File: config.mk
export PLATFORM = sky130hd
export DESIGN_NAME = fp_resize_pipe
export DESIGN_NICKNAME = d
export VERILOG_FILES = /design/src/rtl/conversions_pkg.sv /design/src/rtl/fp_resize_pipe_lane.sv /design/src/rtl/fp_resize_pipe.sv
export SDC_FILE = /design/constraint.sdc
export NUM_CORES = 1
export LEC_CHECK = 0
export BUFFER_PORTS_ARGS = -buffer_cell sky130_fd_sc_hd__buf_4
export CORE_MARGIN = 1.5
export CORE_UTILIZATION = 55
export CTS_BUF_LIST = sky130_fd_sc_hd__clkbuf_8
export CTS_CLUSTER_DIAMETER = 120
export DETAILED_ROUTE_END_ITERATION = 8
export PLACE_DENSITY = 0.89
export SETUP_SLACK_MARGIN = 0.3
export SLEW_MARGIN = 20
export SYNTH_ARGS = -nofsm -noshare
export SYNTH_HDL_FRONTEND = slang
export SYNTH_HIERARCHICAL = 1
export SYNTH_SLANG_ARGS = --single-unit
File: constraint.sdc
create_clock -name clk -period 4.3 [get_ports clk]
set_clock_uncertainty 0.2 [all_clocks]
set_input_delay 1.075 -clock clk [delete_from_list [all_inputs] [get_ports clk]]
set_output_delay 1.075 -clock clk [all_outputs]
set_load 0.03 [all_outputs]
File: src/rtl/conversions_pkg.sv
// Shared floating-point format constants, bias helper and status flag struct.
// Latency: n/a (types and constant functions only).
// Backpressure: n/a.
package conversions_pkg;

   localparam int HALF_EXP   = 5;
   localparam int HALF_MAN   = 10;
   localparam int SINGLE_EXP = 8;
   localparam int SINGLE_MAN = 23;
   localparam int DOUBLE_EXP = 11;
   localparam int DOUBLE_MAN = 52;

   typedef struct packed {
      logic ovf;
      logic unf;
      logic inexact;
   } fp_flags_t;

   function automatic int bias(input int exp_w);
      return (1 << (exp_w - 1)) - 1;
   endfunction

   function automatic int max_i(input int a, input int b);
      return (a > b) ? a : b;
   endfunction

endpackage

File: src/rtl/fp_resize_pipe_lane.sv
// One conversion lane, combinational, split into a decode half (S1) and a round/pack half (S2).
// Latency: 0 cycles; the parent places registers between the halves and after S2.
// Backpressure: none here, the parent owns all flow control.
module fp_resize_lane import conversions_pkg::*; #(
   parameter int IN_EXP  = 8,
   parameter int IN_MAN  = 23,
   parameter int OUT_EXP = 5,
   parameter int OUT_MAN = 10,
   parameter int EW      = max_i(IN_EXP, OUT_EXP) + 2,
   parameter int S1W     = EW + OUT_MAN + 7
) (
   input  logic [IN_EXP+IN_MAN:0]   i_op,
   output logic [S1W-1:0]           o_s1,
   input  logic [S1W-1:0]           i_s1,
   output logic [OUT_EXP+OUT_MAN:0] o_res,
   output fp_flags_t                o_flags
);

   // Rebias constant as a two's-complement add; EW leaves headroom for the sign.
   localparam logic [EW-1:0]      REBIAS   = EW'(bias(OUT_EXP) - bias(IN_EXP));
   localparam logic [EW-1:0]      EMAX     = EW'((1 << OUT_EXP) - 1);
   localparam logic [OUT_EXP-1:0] EXP_MAXF = OUT_EXP'((1 << OUT_EXP) - 2);
   localparam logic [OUT_MAN-1:0] QNAN_MAN = OUT_MAN'(1) << (OUT_MAN - 1);

   // ---------------- S1: unpack, rebias, guard/sticky, special decode
   logic                w_sign;
   logic [IN_EXP-1:0]   w_exp_in;
   logic [IN_MAN-1:0]   w_man_in;
   logic                w_exp_zero, w_exp_ones, w_man_nz;
   logic [EW-1:0]       w_e;
   logic [OUT_MAN-1:0]  w_man;
   logic                w_guard, w_sticky;

   assign w_sign     = i_op[IN_EXP+IN_MAN];
   assign w_exp_in   = i_op[IN_MAN +: IN_EXP];
   assign w_man_in   = i_op[IN_MAN-1:0];
   assign w_exp_zero = (w_exp_in == '0);
   assign w_exp_ones = &w_exp_in;
   assign w_man_nz   = |w_man_in;
   assign w_e        = {{(EW-IN_EXP){1'b0}}, w_exp_in} + REBIAS;

   if (OUT_MAN >= IN_MAN) begin : g_pad
      // Widening mantissa: append zeros, nothing is lost.
      assign w_man    = OUT_MAN'(w_man_in) << (OUT_MAN - IN_MAN);
      assign w_guard  = 1'b0;
      assign w_sticky = 1'b0;
   end else begin : g_rnd
      localparam int D = IN_MAN - OUT_MAN;
      assign w_man   = w_man_in[IN_MAN-1 -: OUT_MAN];
      assign w_guard = w_man_in[D-1];
      if (D >= 2) begin : g_stk
         assign w_sticky = |w_man_in[D-2:0];
      end else begin : g_nostk
         assign w_sticky = 1'b0;
      end
   end

   assign o_s1 = {w_sign,
                  w_exp_zero & ~w_man_nz,   // true zero
                  w_exp_zero &  w_man_nz,   // subnormal
                  w_exp_ones & ~w_man_nz,   // infinity
                  w_exp_ones &  w_man_nz,   // NaN
                  w_guard, w_sticky, w_e, w_man};

   // ---------------- S2: round-to-nearest-even, range clamp, pack
   logic                w_s_sign, w_is_zero, w_is_sub, w_is_inf, w_is_nan;
   logic                w_s_guard, w_s_sticky;
   logic [EW-1:0]       w_s_e, w_re;
   logic [OUT_MAN-1:0]  w_s_man, w_rman;
   logic                w_round_up, w_carry, w_lost;

   assign {w_s_sign, w_is_zero, w_is_sub, w_is_inf, w_is_nan,
           w_s_guard, w_s_sticky, w_s_e, w_s_man} = i_s1;

   assign w_round_up         = w_s_guard & (w_s_sticky | w_s_man[0]);
   assign {w_carry, w_rman}  = {1'b0, w_s_man} + (OUT_MAN+1)'(w_round_up);
   assign w_re               = w_s_e + EW'(w_carry);
   assign w_lost             = w_s_guard | w_s_sticky;

   // Special cases take priority, then overflow clamp, then underflow flush.
   always_comb begin
      o_res   = {w_s_sign, w_re[OUT_EXP-1:0], w_rman};
      o_flags = '{ovf: 1'b0, unf: 1'b0, inexact: w_lost};
      if (w_is_nan) begin
         o_res   = {w_s_sign, {OUT_EXP{1'b1}}, QNAN_MAN};
         o_flags = '0;
      end else if (w_is_inf) begin
         o_res   = {w_s_sign, {OUT_EXP{1'b1}}, {OUT_MAN{1'b0}}};
         o_flags = '0;
      end else if (w_is_zero || w_is_sub) begin
         o_res   = {w_s_sign, {(OUT_EXP+OUT_MAN){1'b0}}};
         o_flags = '{ovf: 1'b0, unf: w_is_sub, inexact: w_is_sub};
      end else if ($signed(w_re) >= $signed(EMAX)) begin
         o_res   = {w_s_sign, EXP_MAXF, {OUT_MAN{1'b1}}};
         o_flags = '{ovf: 1'b1, unf: 1'b0, inexact: 1'b1};
      end else if (w_re[EW-1] || (w_re == '0)) begin
         o_res   = {w_s_sign, {(OUT_EXP+OUT_MAN){1'b0}}};
         o_flags = '{ovf: 1'b0, unf: 1'b1, inexact: 1'b1};
      end
   end

endmodule

File: src/rtl/fp_resize_pipe.sv
// Multi-lane streaming float format converter (RNE rounding, saturate/flush, per-lane flags).
// Latency: 2 cycles, 1 beat/cycle; bubbles collapse.
// Backpressure: valid/ready; in_ready = !s2_valid || out_ready || !s1_valid, output held while stalled.
module fp_resize_pipe import conversions_pkg::*; #(
   parameter int IN_EXP  = 8,
   parameter int IN_MAN  = 23,
   parameter int OUT_EXP = 5,
   parameter int OUT_MAN = 10,
   parameter int LANES   = 4
) (
   input  logic                                 clk,
   input  logic                                 rst,
   input  logic                                 in_valid,
   output logic                                 in_ready,
   input  logic [LANES*(1+IN_EXP+IN_MAN)-1:0]   in_data,
   output logic                                 out_valid,
   input  logic                                 out_ready,
   output logic [LANES*(1+OUT_EXP+OUT_MAN)-1:0] out_data,
   output logic [LANES-1:0]                     out_ovf,
   output logic [LANES-1:0]                     out_unf,
   output logic [LANES-1:0]                     out_inexact
);

   localparam int IW  = 1 + IN_EXP + IN_MAN;
   localparam int OW  = 1 + OUT_EXP + OUT_MAN;
   localparam int EW  = max_i(IN_EXP, OUT_EXP) + 2;
   localparam int S1W = EW + OUT_MAN + 7;

   logic              r_s1_vld, r_s2_vld;
   logic [S1W-1:0]    r_s1    [LANES];
   logic [OW-1:0]     r_res   [LANES];
   fp_flags_t         r_flags [LANES];

   logic [S1W-1:0]    w_s1    [LANES];
   logic [OW-1:0]     w_res   [LANES];
   fp_flags_t         w_flags [LANES];
   logic              w_s1_ld, w_s2_adv;

   assign in_ready  = !r_s2_vld || out_ready || !r_s1_vld;
   assign w_s2_adv  = !r_s2_vld || out_ready;
   assign w_s1_ld   = in_valid && in_ready;
   assign out_valid = r_s2_vld;

   for (genvar g = 0; g < LANES; g++) begin : g_lane
      fp_resize_lane #(
         .IN_EXP (IN_EXP),  .IN_MAN (IN_MAN),
         .OUT_EXP(OUT_EXP), .OUT_MAN(OUT_MAN),
         .EW     (EW),      .S1W    (S1W)
      ) u_lane (
         .i_op   (in_data[g*IW +: IW]),
         .o_s1   (w_s1[g]),
         .i_s1   (r_s1[g]),
         .o_res  (w_res[g]),
         .o_flags(w_flags[g])
      );
   end

   // Stage occupancy; in_ready guarantees S1 is vacating or empty when it reloads.
   always_ff @(posedge clk or posedge rst) begin
      if (rst) begin
         r_s1_vld <= 1'b0;
         r_s2_vld <= 1'b0;
      end else begin
         if (in_ready) r_s1_vld <= in_valid;
         if (w_s2_adv) r_s2_vld <= r_s1_vld;
      end
   end

   // Datapath registers load only on an advancing stage, so a stalled output holds.
   always_ff @(posedge clk) begin
      if (w_s1_ld) r_s1 <= w_s1;
      if (w_s2_adv && r_s1_vld) begin
         r_res   <= w_res;
         r_flags <= w_flags;
      end
   end

   // Outputs are qualified by out_valid so reset shows zeros without resetting the datapath.
   always_comb begin
      out_data    = '0;
      out_ovf     = '0;
      out_unf     = '0;
      out_inexact = '0;
      if (r_s2_vld) begin
         for (int l = 0; l < LANES; l++) begin
            out_data[l*OW +: OW] = r_res[l];
            out_ovf[l]           = r_flags[l].ovf;
            out_unf[l]           = r_flags[l].unf;
            out_inexact[l]       = r_flags[l].inexact;
         end
      end
   end

endmodule

==> results, run 1 <==
- The flow ran to the end, and the final reports show no timing, DRC or antenna violations.
- The async set or reset register ratio after synthesis is 0.0108.
- The time the worst path needs with I/O delays and setup is 3.85 ns.
- The number of setup violations in the final report is 0.
- The clock root buffer is clkbuf_8.
- For this configuration, the core starts out at a cell density of 0.559.
- The cell area that synthesis handed to floorplanning was 9970 µm².
- The total of hold buffers inserted after clock tree synthesis is 0.
- The cell count after synthesis came out at 815.
- Dividing total power by cell area gives a power density of 346 nW/µm².
- The H-tree generated during clock tree synthesis spans 4 levels.
- The biggest area contributor in the post-synthesis netlist is edfxtp_1.
- The start point of the worst hold path is r_s1[26].
- The synthesized design contains 186 register bits.
- In this run the worst hold path is classified as flop to flop.
- The die outline area is 18,900 µm².
- The count of cell types in the netlist is 52.
- Of the post-synthesis cell area, the dominant cell type holds 0.554.
- The most critical setup path has its startpoint at r_s1[102].
- In the synthesized netlist the dominant register cell turns out to be edfxtp_1.
- The instance area at placement is 11,200 µm².
- The part of the cycle the worst path needs is 0.896.
- Of all nets on the critical path, the largest fanout is 6.
- The kind of launch point of the worst setup path is a flop.
- For this run, the post-layout net count is 1,126.
- The site row count is 49.
- The count of pins over their slew limit is 0.
- In the routed layout, each cell is associated on average with a via count of 5.55.
- The clock reaches the later pin of the worst-skew pair after 0.46 ns.
- Counting every net in the synthesized netlist gives 971.
- The post-layout instance area is 11,800 µm².
- The number of maximum-capacitance violations is 0.
- Buffers inserted during clock tree synthesis total 17.
- The average footprint of a synthesized cell is 12.2 µm².
- The placed instance count is 1,171.
- For this block, the routed nets add up to 19,500 µm of wire.
- Of the synthesized area, sequential elements account for 0.559.
- The half-perimeter wire length after detailed placement is 14,100 µm.
- The number of DRC markers after the initial detailed-route iteration is 441.
- The number of buffers between clock root and the deepest sink is 2.
- The top-level I/O count is 210.
- The detailed-route wire length per cell is 16.0 µm.
- For this block, the via count after detailed routing is 6,732.
- The worst hold path depth is 0.
- At the pin with the least slew margin, the transition time is 0.980 ns.
- The detailed-routing iteration count for the pre-antenna-repair pass is 5.
- The via count of the first global-routing pass is 6,286.
- The area taken by flip-flops and latches is 5580 µm².
- The setup TNS is 0 ns.
- The total of warnings raised by yosys is 6.
- The number of hold violations in the final report was 0.
- The remaining antenna violation count after routing is 0.
- Measured against its own limit, the worst slew margin works out to 0.347.
- Yosys attributes the largest share of cell area to edfxtp_1 55%, buf_4 5.5%, and2_1 4.8%, ha_1 3.0%, xnor2_1 2.7%.
- The core area is 17,800 µm².
- The origin of the critical flop-to-flop path is r_s1[102].
- The first-pass GRT wire length is 29,400 µm.
- The total number of clock tree sinks is 186.
- After detailed routing, the number of remaining DRC violations is 0.
- The number of cells on the worst reg-to-reg path is 15.
- Routability-driven placement finished with a final weighted congestion of 0.861.
- Setup repair after global routing left no endpoint under its margin.
- Clock-pin slew was measured on the worst setup and hold paths at 0.10 ns.
- The y dimension of the die is 138 µm.
- Of the cells placed in the final design, the portion with a size suffix greater than 1 is 0.313.
- The leakage power total is 4.34 nW.
- The number of port buffers is 209.
- The worst setup path is of the flop to flop kind.
- The CTS tree is yes.
- Among all cell types in the netlist, the one instantiated most often is edfxtp_1.
- Derived from the worst setup path, the maximum achievable clock frequency is 259 MHz.
- The endpoint kind of the worst setup timing path is a flop.
- The utilization after layout is 0.662.
- The area growth from synthesis to layout is 18.4%.
- The largest vdd supply drop is 0.000229 V.
- Entering global routing, the biggest net connects 80 pins.
- STA puts the critical path data required time at 4.27 ns.
- 0 antenna diodes ended up in the layout.
- The width of the die is 138 µm.
- The total of fill cells in the finished design is 1,284.
- The data arrival time of the critical path is 3.83 ns.
- The non-filler instance count after layout is 1,212.
- The overall routing resource usage is 0.203.
- The synthesized design contains 184 enable-type register cells.
- The number of antenna violations at the first check in global routing is 0.
- In the synthesized netlist, the cells that appear most often are 184 x edfxtp_1, 77 x and2_1, 73 x buf_4.
- The total overflow reported by the global router is 0.
- The area occupied by multi-input gates is 3760 µm².
power by group:
group	internal (W)	switching [W]
sequential	0.00215	0.0000862
combinational	0.000287	0.000395
clock	0.000529	0.000639
total	0.00296	0.00112
final timing paths:
| check | endpoint | slack [ns] |
|---|---|---|
| max | r_res[61] | 0.45 |
| min | r_res[15] | 0.22 |
| max reg2reg | r_res[61] | 0.45 |
| min reg2reg | r_res[15] | 0.22 |
| max in group asynchronous | out_valid | 3.45 |
| min in group asynchronous | out_valid | 0.28 |
flip-flops by register name, indices dropped and copies added, names as in the netlist:
| register | count |
|---|---|
| out_valid | 1 |
| r_flags | 12 |
| r_res | 64 |
| r_s1 | 108 |
| r_s1_vld | 1 |
through the flow:
step	setup slack [ns]	power [W]	hold slack, ns
after floorplan	0.686	0.00270	0.290
after global placement	0.511	0.00292	0.201
after global routing	0.243	0.00424	0.239
final	0.446	0.00408	0.216
after detailed placement	0.346	0.00294	0.206
after CTS	0.319	0.00409	0.217
routing by layer:
metal	up-vias	track usage	wire, µm
met1	3189	0.236	7600
met5	-	0	0
met3	21	0.0427	1160
li1	3289	-	-
met2	233	0.371	10400
met4	0	0.0667	300
worst max-delay path, cell delays in order, from the launching register on:
cell	delay, ns
edfxtp_1	0.38
o21a_1	0.14
ha_2	0.20
ha_1	0.19
and3_1	0.21
nand3_1	0.15
nor2_2	0.18
and3_1	0.18
ha_2	0.21
ha_2	0.23
nand3_2	0.16
nor4b_2	0.41
o311ai_4	0.22
buf_4	0.21
o21ai_2	0.19
o21ai_1	0.11
cell usage in the layout, fill, tap and decap left out, drive strengths merged, types with 4 or more instances in the layout:
master    count
nor3         32
o31ai         6
xnor2        31
nor2         36
inv          42
o311ai        4
nand3        45
buf         219
clkinvlp      4
a21oi         4
clkbuf       17
a31oi        13
ha           24
and3         11
xor2         25
o21a         12
a311o         5
nand4        15
o31a          5
nand2        20
and4          4
o211ai        7
edfxtp      184
nor4         42
o21ai        63
and2         78
cells by family (layout without fill, tap and decap cells):
family,count (synthesis),count (layout),share of synthesized area
simple gates,309,309,0.196
flops,186,186,0.559
buf+inv,121,287,0.0796
compound gates,119,121,0.0862
xor+xnor,56,56,0.0492
fa+ha+maj,24,24,0.0301
cell type report:
| cell class | count | share of cell area |
|---|---|---|
| clock buffer | 17 | 0.0198 |
| clock inverter | 15 | 0.0142 |
| inverter | 36 | 0.0114 |
| multi-input combinational | 510 | 0.318 |
| sequential | 186 | 0.473 |
| tap | 229 | 0.0243 |
| timing repair buffer | 219 | 0.139 |
what timing repair did:
action | 4_1_cts | 5_1_grt
setup endpoints to repair | 2 | 54
cloned | 0 | 2
pin swaps | 0 | 10
resized for setup | 1 | 20
buffers inserted | 0 | 7
No activity file was read; power rests on OpenSTA's default activity.
==> run 2, diff against run 1 <==
--- a/config.mk
+++ b/config.mk
@@ -6,11 +6,13 @@
 export NUM_CORES = 1
 export LEC_CHECK = 0
 export BUFFER_PORTS_ARGS = -buffer_cell sky130_fd_sc_hd__buf_4
+export CORE_ASPECT_RATIO = 1.25
 export CORE_MARGIN = 1.5
 export CORE_UTILIZATION = 55
 export CTS_BUF_LIST = sky130_fd_sc_hd__clkbuf_8
 export CTS_CLUSTER_DIAMETER = 120
 export DETAILED_ROUTE_END_ITERATION = 8
+export MAX_ROUTING_LAYER = met4
 export PLACE_DENSITY = 0.89
 export SETUP_SLACK_MARGIN = 0.3
 export SLEW_MARGIN = 20
==> run 2 against run 1 <==
Net effect:
- non-clock buffer count shrank 4
- register-to-register slack gained 0.04 ns
- worst setup slack gained 0.043 ns
- flip-flop and latch count is the same
- clock power shrank 6%
==> results, run 2 (same netlist as run 1, synthesis figures left out) <==
- The portion of total power attributed to sequential cells is 0.556 (+0.009).
- The power per unit of standard cell area is 341 nW/µm² (-1.6%).
- The number of maximum-capacitance violations was 0 (unchanged).
- The worst slew margin relative to its limit is 0.362 (+0.0157).
- The delay of the slowest cell on the worst path is 0.62 ns (+0.21 ns).
- The via density per instance came to 5.60 (+0.87%).
- The site row count is 54 (+10%).
- The half-perimeter wire length after detailed placement came to 14,400 µm (+2.1%).
- The clock transition at the registers of the reported paths is 0.09 ns (about the same).
- The utilization after layout was 0.668 (+0.00640).
- The timing-limited maximum frequency is 262 MHz (+1.1%).
- The flow ran to the end, and the final reports show no timing, DRC or antenna violations.
- The number of H-tree branching levels is 4 (unchanged).
- The required time at the endpoint of the critical path was 4.30 ns (+0.03 ns).
- The area occupied by multi-input gates is 3790 µm² (+0.77%).
- The final routed DRC violation total is 0 (unchanged).
- The y dimension of the die is 154 µm (+12%).
- The core area is 17,600 µm² (-1.2%).
- The worst-margin pin slew came to 0.956 ns (-0.0236 ns).
- The time the worst path needs with I/O delays and setup is 3.81 ns (-0.0426 ns).
- The data arrival time of the critical path is 3.81 ns (-0.02 ns).
- The starting density of the core is 0.565 (+0.00654).
- The part of the cycle the worst path needs is 0.886 (-0.00990).
- The width of the die is 123 µm (-10%).
- The number of DRC markers after the initial detailed-route iteration is 306 (-31%).
- The largest vdd supply drop is 0.000233 V (+1.4%).
- The area taken by flip-flops and latches is 5580 µm² (about the same).
- The minimum setup slack after placement is 0.434 ns (+0.0877 ns).
- The via count of the first global-routing pass is 6,412 (+2.0%).
- The commonest non-fill, non-tap cell in the layout is buf_4.
- The die outline area is 18,900 µm² (about the same).
- The detailed-route wire length per cell is 16.2 µm (+0.86%).
- The number of setup violations in the final report is 0 (unchanged).
- The cell sitting at the root of the clock tree is a clkbuf_8.
- The overall routing resource usage is 0.211 (+0.00800).
- The largest registers in the layout are r_s1: 108 flops, r_res: 64 flops, r_flags: 12 flops.
- The number of antenna violations at the first check in global routing is 0 (unchanged).
- The largest net degree at the start of global routing is 80 (unchanged).
- The first-pass GRT wire length is 30,000 µm (+2.0%).
- The total detailed-routing wirelength is 19,500 µm (+0.11%).
- The share of total power in the clock network is 0.274 (-0.012).
- The leakage power total came to 4.36 nW (+0.30%).
- The total overflow reported by the global router is 0 (unchanged).
- The non-filler instance count after layout is 1,203 (-0.74%).
- Setup repair after global routing could not meet its margin everywhere.
- The kind of critical path is flop to flop.
- The routability congestion estimate from global placement is 0.903 (+4.9%).
- The total number of clock tree sinks is 186 (unchanged).
- The highest net fanout along the worst path was 4 (-2).
- The setup TNS is 0 ns (unchanged).
- The setup slack of the critical path after layout is 0.488 ns (+0.0426 ns).
- The library cells used most frequently in the layout, excluding fill and tap cells, are 213 x buf_4, 184 x edfxtp_1, 76 x and2_1, 45 x o21ai_1, 41 x nand3_1.
- More flip-flops sit in one register than any other, and that register is r_s1.
- The number of buffers inserted during clock tree synthesis was 17 (unchanged).
- The kind of launch point of the worst setup path is a flop.
- The critical path's top delay family is simple AND/OR/NAND/NOR gates.
- The placed instance count was 1,165 (-0.51%).
- Relative to the synthesized area, the layout overhead comes to 18.2%.
- The cell with the most instances on the worst path is ha_1.
- The number of nets at the end of the flow is 1,124 (-0.18%).
- The share of layout cells above drive strength 1 is 0.304 (-0.00893).
- Walking the worst path, the cells encountered are o21a_1 > ha_1 > ha_1 > and3_1 > nand3_1 > nor2_1 > and3_1 > ha_1 > ha_1 > nor3_1 > a31oi_1 > or4_1 > o211ai_2 > o21ai_1.
- TritonCTS built the clock tree.
- The relative contribution of combinational cells to total power is 0.170 (+0.003).
- The switching power total was 0.00107 W (-4.4%).
- The slowest stage of the critical path belongs to the cell or4_1.
- The internal power summed over all cells came to 0.00294 W (-0.77%).
- The number of port buffers is 209 (unchanged).
- The final antenna diode count was 0 (unchanged).
- The remaining antenna violation count after routing came to 0 (unchanged).
- The count of pins over their slew limit came to 0 (unchanged).
- The total of fill cells in the finished design is 1,280 (-0.31%).
- The detailed-routing iteration count for the pre-antenna-repair pass came to 5 (unchanged).
- The total number of vias is 6,740 (+0.12%).
- The top-level I/O count is 210 (unchanged).
- The flip-flop count of the largest register, all copies and words added is 108 (unchanged).
- The type of the worst min-delay path is flop to flop.
- The endpoint kind of the worst setup timing path is a flop.
- The clock latency at the later pin of the worst-skew pair is 0.46 ns (about the same).
- The number of buffers between clock root and the deepest sink is 2 (unchanged).
- The number of hold violations in the final report was 0 (unchanged).
- The number of buffers and inverters on the critical path is 0 (-1).
- The switching power share of the total is 0.267 (-0.00726).
## run 2: area by class of cell
cell class / count / area share
clock buffers: 17 / 0.0199
clock inverters: 13 / 0.0109
inverters: 36 / 0.0115
multi-input cells: 512 / 0.321
flip-flops and latches: 186 / 0.473
well taps: 224 / 0.0238
repair buffers: 215 / 0.139
## run 2: routing by layer
metal	vias up	global-route usage	wire length, µm
met5	-	-	0
met4	0	0.0985	559
met3	46	0.0415	981
met2	231	0.376	10700
met1	3177	0.220	7240
li1	3286	-	-
## run 2: final timing paths
check / slack, ns / cells after the start / to / from
setup / recovery: 0.49 / 14 / r_res[22] / r_s1[47]
hold / removal: 0.22 / 0 / r_res[47] / r_s1[80]
setup reg to reg: 0.49 / 14 / r_res[22] / r_s1[47]
max in group asynchronous: 3.52 / 2 / out_valid / rst
hold reg to reg: 0.22 / 0 / r_res[47] / r_s1[80]
min in group asynchronous: 0.26 / 2 / out_valid / rst
## run 2: power by group through the flow
stage	sequential [W]	clock, W	combinational, W
final	0.00223	0.00110	0.000682
after global routing	0.00225	0.00118	0.000736
after detailed placement	0.00227	0	0.000669
after global placement	0.00226	0	0.000654
after floorplan	0.00224	0	0.000451
after CTS	0.00223	0.00112	0.000671
## run 2: repair_timing
item / CTS / global route
hold endpoints to repair: 0 / 0
setup endpoints to repair: 0 / 49
resized for setup: 0 / 18
setup buffers: 0 / 4
hold buffers: 0 / 0
## run 2: per-stage QoR
stage | power, W | area (µm²) | hold WS (ns)
after global placement | 0.00292 | 11200 | 0.202
final | 0.00401 | 11800 | 0.224
after CTS | 0.00402 | 11600 | 0.225
after global routing | 0.00416 | 11800 | 0.243
after detailed placement | 0.00294 | 11200 | 0.205
after floorplan | 0.00270 | 9970 | 0.290
